==> src/rtl/timecounter.sv <==
// ============================================================================
// Module      : timecounter
// Description : Time-of-day counter (hh:mi:ss) with an internal one-second
//               prescaler and a freeze/inc/dec/sel front-panel edit port.
//               dayroll pulses for one cycle on the 23:59:59 -> 00:00:00
//               run-mode rollover and feeds datecounter.dayroll.
// Ports       : clk      - system clock, rising edge
//               rst      - asynchronous reset, active low
//               freeze   - 1 = hold time and enable edits, 0 = run
//               inc/dec  - single-cycle step pulses for the selected field
//               sel      - 00 none, 01 seconds, 10 minutes, 11 hours
//               ss/mi/hh - registered seconds, minutes, hours
//               dayroll  - registered one-cycle day-rollover pulse
// Revision    : 1.0 - initial release
// ============================================================================
`default_nettype none

module timecounter #(
    parameter int TICK_DIV = 50_000_000
) (
    input  logic       clk,
    input  logic       rst,
    input  logic       freeze,
    input  logic       inc,
    input  logic       dec,
    input  logic [1:0] sel,
    output logic [5:0] ss,
    output logic [5:0] mi,
    output logic [4:0] hh,
    output logic       dayroll
);

    localparam int              c_PW        = $clog2(TICK_DIV);
    localparam logic [c_PW-1:0] c_TICK_LAST = c_PW'(TICK_DIV - 1);

    localparam logic [1:0] c_SEL_SS = 2'b01;
    localparam logic [1:0] c_SEL_MI = 2'b10;
    localparam logic [1:0] c_SEL_HH = 2'b11;

    logic [c_PW-1:0] r_presc;
    logic [5:0]      r_ss;
    logic [5:0]      r_mi;
    logic [4:0]      r_hh;
    logic            r_dayroll;

    logic w_ss_max;
    logic w_mi_max;
    logic w_hh_max;
    logic w_step;
    logic w_tick;

    assign w_ss_max = (r_ss == 6'd59);
    assign w_mi_max = (r_mi == 6'd59);
    assign w_hh_max = (r_hh == 5'd23);
    // Exactly one of inc/dec requests a step; both together cancel out.
    assign w_step   = inc ^ dec;
    assign w_tick   = (r_presc == c_TICK_LAST);

    always_ff @(posedge clk or negedge rst) begin
        if (!rst) begin
            r_presc   <= '0;
            r_ss      <= 6'd0;
            r_mi      <= 6'd0;
            r_hh      <= 5'd0;
            r_dayroll <= 1'b0;
        end else begin
            r_dayroll <= 1'b0;
            if (freeze) begin
                // Freeze has priority over a coincident tick; the prescaler
                // restarts from zero when run mode resumes.
                r_presc <= '0;
                if (w_step) begin
                    case (sel)
                        c_SEL_SS: begin
                            if (inc) r_ss <= w_ss_max ? 6'd0 : r_ss + 6'd1;
                            else     r_ss <= (r_ss == 6'd0) ? 6'd59 : r_ss - 6'd1;
                        end
                        c_SEL_MI: begin
                            if (inc) r_mi <= w_mi_max ? 6'd0 : r_mi + 6'd1;
                            else     r_mi <= (r_mi == 6'd0) ? 6'd59 : r_mi - 6'd1;
                        end
                        c_SEL_HH: begin
                            if (inc) r_hh <= w_hh_max ? 5'd0 : r_hh + 5'd1;
                            else     r_hh <= (r_hh == 5'd0) ? 5'd23 : r_hh - 5'd1;
                        end
                        default: ;
                    endcase
                end
            end else if (w_tick) begin
                r_presc <= '0;
                if (w_ss_max) begin
                    r_ss <= 6'd0;
                    if (w_mi_max) begin
                        r_mi <= 6'd0;
                        if (w_hh_max) begin
                            r_hh      <= 5'd0;
                            r_dayroll <= 1'b1;
                        end else begin
                            r_hh <= r_hh + 5'd1;
                        end
                    end else begin
                        r_mi <= r_mi + 6'd1;
                    end
                end else begin
                    r_ss <= r_ss + 6'd1;
                end
            end else begin
                r_presc <= r_presc + 1'b1;
            end
        end
    end

    assign ss      = r_ss;
    assign mi      = r_mi;
    assign hh      = r_hh;
    assign dayroll = r_dayroll;

endmodule

`default_nettype wire
==> config.mk <==
export PLATFORM = sky130hd
export DESIGN_NAME = timecounter
export DESIGN_NICKNAME = d
export VERILOG_FILES = /design/src/rtl/timecounter.sv
export SDC_FILE = /design/constraint.sdc
export NUM_CORES = 1
export LEC_CHECK = 0
export BUFFER_PORTS_ARGS = -buffer_cell sky130_fd_sc_hd__buf_2
export CAP_MARGIN = 10
export CORE_MARGIN = 1.5
export CORE_UTILIZATION = 35
export DETAILED_ROUTE_END_ITERATION = 6
export SYNTH_ARGS = -nofsm -noshare
export SYNTH_HDL_FRONTEND = slang
export SYNTH_SLANG_ARGS = --single-unit
==> constraint.sdc <==
create_clock -name clk -period 3.27 [get_ports clk]
set_input_delay 0.327 -clock clk [delete_from_list [all_inputs] [get_ports clk]]
set_output_delay 0.327 -clock clk [all_outputs]
set_load 0.02 [all_outputs]
==> run summary, run 1 <==
ROUTE
----------------------------------------------------------------------------------------
Via density ...............................................................         5.45
Initial DRT Pass Iterations ...............................................            4
Wirelength per Cell .......................................................      13.6 um
Overall via count from detail_route .......................................         2438
Count of nets left with antenna violations after detail routing ...........            0
Wire length after detailed routing ........................................      6090 um
First DRT Iteration DRCs ..................................................          112
Post-detailed-route DRC marker count ......................................            0

FLOORPLANNING
----------------------------------------------------------------------------------------
Standard-cell row count ...................................................           32
Top Ports .................................................................           25
Starting density of the core ..............................................        36.0%
Area of the die ...........................................................   8450 sq um
Die Wd ....................................................................      91.9 um
Overall die height ........................................................      91.9 um
Placeable Area ............................................................   7690 sq um

WORST SETUP PATH
----------------------------------------------------------------------------------------
Kind of critical path .....................................................      reg2reg
Required time reported for the critical path endpoint .....................      3470 ps
Number of buffers and inverters on the critical path ......................            0
Data arrival at the endpoint of the critical path .........................      2830 ps
Critical path's slowest cell .............................................. sky130_fd_sc_hd__or4_1
Launching element type of the critical path ...............................     register
Largest fanout on the critical path .......................................            6
Category of cells accounting for the largest share of critical-path delay . simple AND/OR/NAND/NOR gates
Maximum cell stage delay along the critical path ..........................       620 ps
Cells on worst reg2reg path ...............................................            5
Cells along the critical path ............................................. or4_1, or4_4, or4_1, a22o_1, a22o_1
CP endpoint kind ..........................................................     register
Total stage count of the critical path ....................................            5

CLOCK NETWORK
----------------------------------------------------------------------------------------
Bufs on Longest Clock Path ................................................            2
TritonCTS buffer count ....................................................            5
Clock latency of the later-clocked register in the worst-skew pair ........       300 ps
TritonCTS clock tree ......................................................          yes
Num Clock Sinks ...........................................................           44
Hold buffer count at CTS ..................................................            0
Setup repair bufs after CTS ...............................................            0
Maximum level of the CTS H-tree ...........................................            2
Cell chosen for the clock root ............................................ sky130_fd_sc_hd__clkbuf_8
Cts repair resizes ........................................................            0
Register clock-pin slew on the reported worst setup and hold paths ........        90 ps

STA
----------------------------------------------------------------------------------------
Minimum clock period ......................................................      2630 ps
Clock skew ................................................................      12.6 ps
Final Setup Violations ....................................................            0
Worst rel slew slack ......................................................        34.8%
Fin. max-slew vios ........................................................            0
Fmax achieved .............................................................      380 MHz
Slew of the pin with the lowest slew margin ...............................       977 ps
Final TNS setup ...........................................................         0 ps
Final hold violation count ................................................            0
Post-route clock period utilization .......................................        80.5%
Setup repair after global routing missed its margin .......................           no

POWER AND IR DROP
----------------------------------------------------------------------------------------
Power per Cell Area .......................................................  614 nW/um^2
Net switching power of the design .........................................       767 uW
Net switching fraction of the power .......................................        40.3%
Max VDD drop ..............................................................       197 uV
Leakage Power .............................................................      1.31 nW
Comb pwr share ............................................................        36.6%
Part of the power in registers ............................................        41.5%
Part of the total power dissipated in the clock network ...................        21.9%
Internal ..................................................................      1.14 mW

YOSYS
----------------------------------------------------------------------------------------
Post-synth EDFFs ..........................................................            0
Predominant post-synthesis flop cell ...................................... sky130_fd_sc_hd__dfrtp_1
Fraction of synthesized cell area taken by the top area cell type .........        39.8%
Portion of the post-synthesis area used by sequential elements ............        39.8%
Avg Synthesized Cell Area .................................................   8.57 sq um
Post-synthesis cell count .................................................          323
Synthesized area ..........................................................   2770 sq um
Synthesis Warnings ........................................................            0
Fraction of registers with async set or reset after synthesis .............         100%
Cell types with the largest area share after synthesis .................... sky130_fd_sc_hd__dfrtp_1, sky130_fd_sc_hd__xor2_1, sky130_fd_sc_hd__nor2_1
Count of different cell masters after synthesis ...........................           51
Library cell occupying the most area in the post-synthesis netlist ........ sky130_fd_sc_hd__dfrtp_1
#FFs+latches synth ........................................................           44
Net Count, Synth ..........................................................          339

CELLS AND AREA
----------------------------------------------------------------------------------------
Layout cells sized above 1 ................................................        11.9%
Filler Cell Count .........................................................          800
Area taken by flip-flops and latches ......................................   1100 sq um
Final net count ...........................................................          360
Final cell count without fillers ..........................................          447
Ant diodes ................................................................            0
Combined area of the multi-input logic cells ..............................   1570 sq um
Post-synthesis to final-layout area growth ................................        12.1%

RUN STATUS
----------------------------------------------------------------------------------------
Run status ................................................................ complete, no violations

GLOBAL ROUTING
----------------------------------------------------------------------------------------
First-pass GRT wire length ................................................     10900 um
Pin count of the biggest net entering global routing ......................           45
Antenna violations before repair ..........................................            0
Total routing usage reported by global routing ............................        15.7%
Vias in the first global route ............................................         2319
Overall overflow remaining after global route .............................            0

PLACEMENT
----------------------------------------------------------------------------------------
Cell count after placement ................................................          439
Final RePlAce weighted congestion .........................................        0.885
# port buffers ............................................................           24
DP HPWL ...................................................................      4230 um

RUN
----------------------------------------------------------------------------------------
Max Cap Violations ........................................................            0

WORST HOLD PATH
----------------------------------------------------------------------------------------
Hold crit path type .......................................................     in2async

-- final timing paths --
check / from / endpoint / slack, ps
worst min-delay path: rst / ss[4] / 170
worst min register to register: r_presc[0] / r_presc[0] / 510
worst max-delay path: r_presc[8] / hh[0] / 640
max in group asynchronous: rst / r_presc[3] / 2470
min in group clk: freeze / r_presc[6] / 290
worst max register to register: r_presc[8] / hh[0] / 640
-- power by group through the flow --
stage | Combinational (mW) | Sequential [mW] | Clock, mW
floorplan | 0.424 | 0.848 | 0
global placement | 0.687 | 0.797 | 0
detailed placement | 0.696 | 0.796 | 0
CTS | 0.699 | 0.785 | 0.429
global route | 0.780 | 0.808 | 0.453
finish | 0.697 | 0.791 | 0.418
-- stage by stage --
stage	hold WS (ps)	utilization, %	instance area [sq um]	setup WS, ps	power (mW)
after CTS	219	40.4	3100	637	1.91
final	167	40.4	3100	636	1.91
after floorplan	31.4	-	2770	747	1.27
after global placement	485	39.0	3000	694	1.48
after global routing	277	40.4	3100	546	2.04
after detailed placement	496	39.0	3000	653	1.49
-- Yosys cell counts (all sizes together), types with 2 or more instances --
| cell type | n |
|---|---|
| dfrtp | 44 |
| nor2 | 42 |
| nand2 | 26 |
| nand3 | 24 |
| xor2 | 21 |
| a21oi | 17 |
| clkbuf | 14 |
| o21ai | 13 |
| inv | 11 |
| nand4 | 10 |
| ha | 9 |
| nor3 | 9 |
| or3 | 7 |
| xnor2 | 7 |
| a31oi | 6 |
| or4 | 6 |
| and2 | 4 |
| and3 | 4 |
| and4 | 4 |
| nor4 | 4 |
| a22o | 3 |
| nor2b | 3 |
| o211ai | 3 |
| o22ai | 3 |
| mux2 | 2 |
| nand2b | 2 |
| o21bai | 2 |
| o2bb2ai | 2 |
-- state kept, by name, summed over array words and instances, names as in the netlist --
register and count:
dayroll 1, hh 5, mi 6, r_presc 26, ss 6
-- logic make-up (layout without fill, tap and decap cells) --
| family | count (synthesis) | after routing | synth area share (%) |
|---|---|---|---|
| AOI/OAI and AO/OA | 61 | 61 | 14.2 |
| xor gates and xnor gates | 28 | 28 | 8.86 |
| adders and majority gates | 9 | 9 | 4.07 |
| buffers and inverters | 26 | 48 | 3.57 |
| DFF | 44 | 44 | 39.8 |
| muxes | 3 | 3 | 1.18 |
| and+or+nand+nor | 152 | 152 | 28.4 |
-- placed cells by master, fill, tap and decap left out, types with 5 or more instances in the layout --
cell type	instances
sky130_fd_sc_hd__dfrtp_1	44
sky130_fd_sc_hd__nor2_1	42
sky130_fd_sc_hd__nand2_1	26
sky130_fd_sc_hd__nand3_1	24
sky130_fd_sc_hd__buf_2	24
sky130_fd_sc_hd__xor2_1	21
sky130_fd_sc_hd__a21oi_1	17
sky130_fd_sc_hd__o21ai_0	13
sky130_fd_sc_hd__inv_1	11
sky130_fd_sc_hd__nand4_1	10
sky130_fd_sc_hd__nor3_1	9
sky130_fd_sc_hd__ha_1	9
sky130_fd_sc_hd__xnor2_1	7
sky130_fd_sc_hd__or3_1	6
sky130_fd_sc_hd__a31oi_1	6
sky130_fd_sc_hd__or4_1	5
sky130_fd_sc_hd__clkbuf_8	5
sky130_fd_sc_hd__buf_4	5
-- cell type report --
| class | instances | area share [%] |
|---|---|---|
| sequential | 44 | 35.5 |
| multi-input combinational | 253 | 50.5 |
| tap | 102 | 4.11 |
| timing repair buffer | 29 | 5.08 |
| inverter | 11 | 1.33 |
| clock inverter | 2 | 1.13 |
| clock buffer | 6 | 2.34 |
-- per-layer routing --
layer	GRT usage, %	part of all wire, %
met1	22.3	50
met5	0	0
met4	4.62	1.1
met2	24.0	44
met3	3.48	5.1
No activity file was read; power rests on OpenSTA's default activity.
==> run 2: changes to the inputs <==
==> constraint.sdc (replaced) <==
create_clock -name clk -period 2.4 [get_ports clk]
set_input_delay 0.24 -clock clk [delete_from_list [all_inputs] [get_ports clk]]
set_output_delay 0.24 -clock clk [all_outputs]
set_load 0.02 [all_outputs]
==> run summary, run 2 (synthesis gave the netlist of run 1 again) <==
POWER AND IR DROP
----------------------------------------------------------------------------------------
Part of the power in registers ............................................        39.6%
Max VDD drop ..............................................................       212 uV
Leakage Power .............................................................      1.46 nW
Net switching fraction of the power .......................................        40.4%
Power per Cell Area .......................................................  772 nW/um^2
Part of the total power dissipated in the clock network ...................        18.9%
Net switching power of the design .........................................      1.04 mW
Internal ..................................................................      1.54 mW
Comb pwr share ............................................................        41.6%

FLOORPLANNING
----------------------------------------------------------------------------------------
Starting density of the core ..............................................        36.0%
Area of the die ...........................................................   8450 sq um
Top Ports .................................................................           25
Die Wd ....................................................................      91.9 um
Overall die height ........................................................      91.9 um
Placeable Area ............................................................   7690 sq um
Standard-cell row count ...................................................           32

RUN
----------------------------------------------------------------------------------------
Max Cap Violations ........................................................            0

CLOCK NETWORK
----------------------------------------------------------------------------------------
TritonCTS buffer count ....................................................            5
Clock latency of the later-clocked register in the worst-skew pair ........       300 ps
Num Clock Sinks ...........................................................           44
Maximum level of the CTS H-tree ...........................................            2
TritonCTS clock tree ......................................................          yes
Bufs on Longest Clock Path ................................................            2
Cell chosen for the clock root ............................................ sky130_fd_sc_hd__clkbuf_8
Register clock-pin slew on the reported worst setup and hold paths ........        80 ps

STA
----------------------------------------------------------------------------------------
Post-route clock period utilization .......................................         101%
Slack of the critical path ................................................     -22.1 ps
Worst rel slew slack ......................................................        55.9%
Slew of the pin with the lowest slew margin ...............................       661 ps
Setup repair after global routing missed its margin .......................          yes
Final hold violation count ................................................            1
Post-Route Hold Slack .....................................................    -0.401 ps
Clock skew ................................................................      7.89 ps
Final TNS setup ...........................................................     -43.4 ps
Final Setup Violations ....................................................            3
Fmax achieved .............................................................      413 MHz
Fin. max-slew vios ........................................................            0
Minimum clock period ......................................................      2420 ps

WORST SETUP PATH
----------------------------------------------------------------------------------------
Critical path's slowest cell .............................................. sky130_fd_sc_hd__or4_4
Data arrival at the endpoint of the critical path .........................      2650 ps
Required time reported for the critical path endpoint .....................      2620 ps
Number of buffers and inverters on the critical path ......................            1
Kind of critical path .....................................................      reg2reg
Launching element type of the critical path ...............................     register
Largest fanout on the critical path .......................................            4
Maximum cell stage delay along the critical path ..........................       540 ps
Category of cells accounting for the largest share of critical-path delay . simple AND/OR/NAND/NOR gates
Slack of the worst reg-to-reg path ........................................       -20 ps
Cell repeated most along the worst path ................................... sky130_fd_sc_hd__or4_4
CP endpoint kind ..........................................................     register
Cells along the critical path ............................................. or4_1, or4_4, or4_4, buf_4, and2_1, o211ai_1

CELLS AND AREA
----------------------------------------------------------------------------------------
Most common cell after layout, fill and taps aside ........................ sky130_fd_sc_hd__dfrtp_1
Most used cells in the layout excluding fill and tap cells ................ sky130_fd_sc_hd__dfrtp_1, sky130_fd_sc_hd__nor2_1, sky130_fd_sc_hd__buf_4
Final net count ...........................................................          391
Largest register FFs ......................................................           26
Final standard cell utilization of the core ...............................        43.4%
Filler Cell Count .........................................................          790
Ant diodes ................................................................            0
Post-synthesis to final-layout area growth ................................        20.6%
Layout cells sized above 1 ................................................        19.4%
Register ranked first by flip-flop count ..................................      r_presc

GLOBAL ROUTING
----------------------------------------------------------------------------------------
Overall overflow remaining after global route .............................            0
Total routing usage reported by global routing ............................        16.2%
Vias in the first global route ............................................         2419
Pin count of the biggest net entering global routing ......................           45
First-pass GRT wire length ................................................     11000 um
Antenna violations before repair ..........................................            0

PLACEMENT
----------------------------------------------------------------------------------------
DP HPWL ...................................................................      4560 um
# port buffers ............................................................           24
Final RePlAce weighted congestion .........................................        0.883

ROUTE
----------------------------------------------------------------------------------------
Overall via count from detail_route .......................................         2553
Initial DRT Pass Iterations ...............................................            5
First DRT Iteration DRCs ..................................................           98
Wire length after detailed routing ........................................      6330 um
Count of nets left with antenna violations after detail routing ...........            0
Wirelength per Cell .......................................................      13.2 um
Post-detailed-route DRC marker count ......................................            0
Via density ...............................................................         5.34

RUN STATUS
----------------------------------------------------------------------------------------
Failing checks ............................................................ negative hold slack, negative setup slack
Run status ................................................................ finished with violations

WORST HOLD PATH
----------------------------------------------------------------------------------------
Hold crit path type .......................................................     in2async

-- run 2: final timing paths --
path / from / end / cells past startpoint
worst max register to register: r_presc[8] / hh[3] / 6
worst min register to register: ss[5] / ss[5] / 1
max in group asynchronous: rst / r_presc[1] / 2
worst min-delay path: rst / ss[3] / 2
min in group clk: freeze / r_presc[6] / 3
worst max-delay path: r_presc[8] / hh[3] / 6
-- run 2: power by group through the flow --
| stage | clock (mW) | sequential (mW) | combinational, mW |
|---|---|---|---|
| 4_1_cts | 0.510 | 1.02 | 1.07 |
| 3_3_place_gp | 0 | 1.03 | 1.06 |
| 3_5_place_dp | 0 | 1.03 | 1.07 |
| 5_1_grt | 0.542 | 1.05 | 1.19 |
| 6_report | 0.487 | 1.02 | 1.07 |
| 2_1_floorplan | 0 | 1.16 | 0.577 |
-- run 2: area by class of cell --
type	instances	area, sq um	area share (%)
clock buffer	8	90.1	2.70
inverter	11	41.3	1.24
multi-input combinational	253	1580	47.2
sequential	44	1100	33.0
tap	102	128	3.82
timing repair buffer	60	403	12.1
-- run 2: repair_timing --
item / 4_1_cts / 5_1_grt
buffers inserted: 0 / 2
hold buffers: 0 / 0
gates resized for setup: 1 / 1
setup endpoints to repair: 4 / 8
-- run 2: metrics by stage --
step	setup WS (ps)	total power, mW	instance area [sq um]	std cells
2_1_floorplan	-123	1.73	2770	323
3_3_place_gp	-46.7	2.09	3230	468
3_5_place_dp	-49.9	2.10	3230	468
4_1_cts	-15.1	2.60	3320	476
5_1_grt	-116	2.78	3340	478
6_report	-22.1	2.58	3340	478
-- run 2: per-layer routing --
metal  wire length [um]  share of wire [%]  global-route usage (%)
met5                  0                  0                       0
met4                100                1.6                    6.15
met3                294                4.6                    2.82
met2               2940                 47                    25.9
met1               2990                 47                    21.7
-- run 2: worst register-to-register path: cells and delay by family, from the launching register on --
kind / cells / cell delay [ps]
flip-flops: 1 / 370
AND/OR/NAND/NOR: 4 / 1650
AO/OA/AOI/OAI: 1 / 160
buffers and inverters: 1 / 170
==> run 3: changes to the inputs <==
--- a/config.mk
+++ b/config.mk
@@ -7,8 +7,9 @@
 export LEC_CHECK = 0
 export BUFFER_PORTS_ARGS = -buffer_cell sky130_fd_sc_hd__buf_2
 export CAP_MARGIN = 10
-export CORE_MARGIN = 1.5
+export CORE_MARGIN = 2
 export CORE_UTILIZATION = 35
+export CTS_BUF_LIST = sky130_fd_sc_hd__clkbuf_4 sky130_fd_sc_hd__clkbuf_8
 export DETAILED_ROUTE_END_ITERATION = 6
 export SYNTH_ARGS = -nofsm -noshare
 export SYNTH_HDL_FRONTEND = slang
==> run summary, run 3 (synthesis gave the netlist of run 1 again) <==
FLOORPLANNING
---------------------------------------------------------------------------------
Placeable Area .....................................................   7690 sq um
Standard-cell row count ............................................           32
Top Ports ..........................................................           25
Die Wd .............................................................      92.9 um
Area of the die ....................................................   8640 sq um
Overall die height .................................................      92.9 um
Starting density of the core .......................................        36.0%

ROUTE
---------------------------------------------------------------------------------
Count of nets left with antenna violations after detail routing ....            0
Initial DRT Pass Iterations ........................................            4
First DRT Iteration DRCs ...........................................          101
Overall via count from detail_route ................................         2497
Wirelength per Cell ................................................      13.9 um
Via density ........................................................         5.21
Post-detailed-route DRC marker count ...............................            0
Wire length after detailed routing .................................      6670 um

STA
---------------------------------------------------------------------------------
Final Setup Violations .............................................            3
Slack of the critical path .........................................     -45.8 ps
Post-route clock period utilization ................................         102%
Slew of the pin with the lowest slew margin ........................       585 ps
Worst rel slew slack ...............................................        61.0%
Fin. max-slew vios .................................................            0
Final hold violation count .........................................            0
Minimum clock period ...............................................      2450 ps
Fmax achieved ......................................................      409 MHz
Clock skew .........................................................      7.03 ps
Setup repair after global routing missed its margin ................          yes
Post-Route Hold Slack ..............................................       266 ps

PLACEMENT
---------------------------------------------------------------------------------
DP HPWL ............................................................      5010 um
# port buffers .....................................................           24
Post-place setup slack .............................................     -52.7 ps
Final RePlAce weighted congestion ..................................        0.875
Total placed instance area .........................................   3240 sq um

GLOBAL ROUTING
---------------------------------------------------------------------------------
Total routing usage reported by global routing .....................        16.6%
Vias in the first global route .....................................         2505
Pin count of the biggest net entering global routing ...............           27
First-pass GRT wire length .........................................     11700 um
Antenna violations before repair ...................................            0
Overall overflow remaining after global route ......................            0

CELLS AND AREA
---------------------------------------------------------------------------------
Final standard cell utilization of the core ........................        43.7%
Filler Cell Count ..................................................          798
Register ranked first by flip-flop count ...........................      r_presc
Post-synthesis to final-layout area growth .........................        21.3%
Ant diodes .........................................................            0
Largest register FFs ...............................................           26
Most used cells in the layout excluding fill and tap cells ......... sky130_fd_sc_hd__dfrtp_1, sky130_fd_sc_hd__nor2_1, sky130_fd_sc_hd__buf_4
Most common cell after layout, fill and taps aside ................. sky130_fd_sc_hd__dfrtp_1
Final net count ....................................................          392
Layout cells sized above 1 .........................................        20.2%
Post-route standard cell area excluding fillers ....................   3360 sq um

WORST SETUP PATH
---------------------------------------------------------------------------------
Kind of critical path ..............................................      reg2reg
Required time reported for the critical path endpoint ..............      2600 ps
Data arrival at the endpoint of the critical path ..................      2640 ps
Largest fanout on the critical path ................................            3
Launching element type of the critical path ........................     register
CP endpoint kind ...................................................     register

RUN STATUS
---------------------------------------------------------------------------------
Failing checks ..................................................... negative setup slack
Run status ......................................................... finished with violations

WORST HOLD PATH
---------------------------------------------------------------------------------
Hold crit path type ................................................       in2reg

POWER AND IR DROP
---------------------------------------------------------------------------------
Max VDD drop .......................................................       248 uV
Power per Cell Area ................................................  784 nW/um^2
Leakage Power ......................................................      1.47 nW
Total power of the final layout ....................................      2.63 mW

CLOCK NETWORK
---------------------------------------------------------------------------------
TritonCTS buffer count .............................................            5
Clock latency of the later-clocked register in the worst-skew pair .       300 ps
Cell chosen for the clock root ..................................... sky130_fd_sc_hd__clkbuf_8
Bufs on Longest Clock Path .........................................            2
TritonCTS clock tree ...............................................          yes
Num Clock Sinks ....................................................           44
Maximum level of the CTS H-tree ....................................            2
Register clock-pin slew on the reported worst setup and hold paths .        90 ps

RUN
---------------------------------------------------------------------------------
Max Cap Violations .................................................            0

==> run 3: area by class of cell <==
type / instances / area [sq um] / area share (%)
sequential: 44 / 1100 / 32.8
clock inverter: 2 / 10.0 / 0.298
inverter: 11 / 41.3 / 1.23
clock buffer: 6 / 82.6 / 2.46
tap: 102 / 128 / 3.80
multi-input combinational: 253 / 1580 / 47.0
timing repair buffer: 61 / 417 / 12.4
==> run 3: critical path, stage by stage (launching register included) <==
cell and delay [ps]:
sky130_fd_sc_hd__dfrtp_1 370, sky130_fd_sc_hd__or4_1 500, sky130_fd_sc_hd__or4_4 440, sky130_fd_sc_hd__or4_4 580, sky130_fd_sc_hd__nand2_2 110, sky130_fd_sc_hd__mux2_2 340
==> run 3: worst paths after layout <==
| kind | start | end | slack [ps] | cells after the start |
|---|---|---|---|---|
| max | r_presc[8] | hh[1] | -50 | 5 |
| min | freeze | r_presc[6] | 270 | 3 |
| max reg2reg | r_presc[8] | hh[1] | -50 | 5 |
| min reg2reg | ss[5] | ss[5] | 550 | 1 |
| max in group asynchronous | rst | mi[2] | 1350 | 3 |
| min in group asynchronous | rst | ss[3] | 460 | 2 |
==> run 3: per-layer routing <==
metal	part of all wire, %	track usage [%]
met5	0	0
met1	48	21.9
met3	3.6	2.85
met4	0.94	4.17
met2	47	28.3
==> run 3: timing repair <==
item / CTS / global route
gates cloned: 0 / 0
hold endpoints to repair: 24 / 0
endpoints found under the setup margin: 4 / 7
hold buffers: 1 / 0
gates resized for setup: 3 / 1
setup buffers: 0 / 0
pin swaps: 0 / 3
==> run 3: stage by stage <==
step	setup TNS, ps	cells
global placement	-120	470
CTS	-56.7	479
floorplan	-225	323
global route	-587	479
finish	-86.4	479
detailed placement	-169	470
==> run 3: where the power goes <==
group / total, mW / internal, mW / switching [mW]
Sequential: 0.999 / 0.861 / 0.138
Clock: 0.491 / 0.230 / 0.261
Combinational: 1.14 / 0.463 / 0.680
Total: 2.63 / 1.55 / 1.08
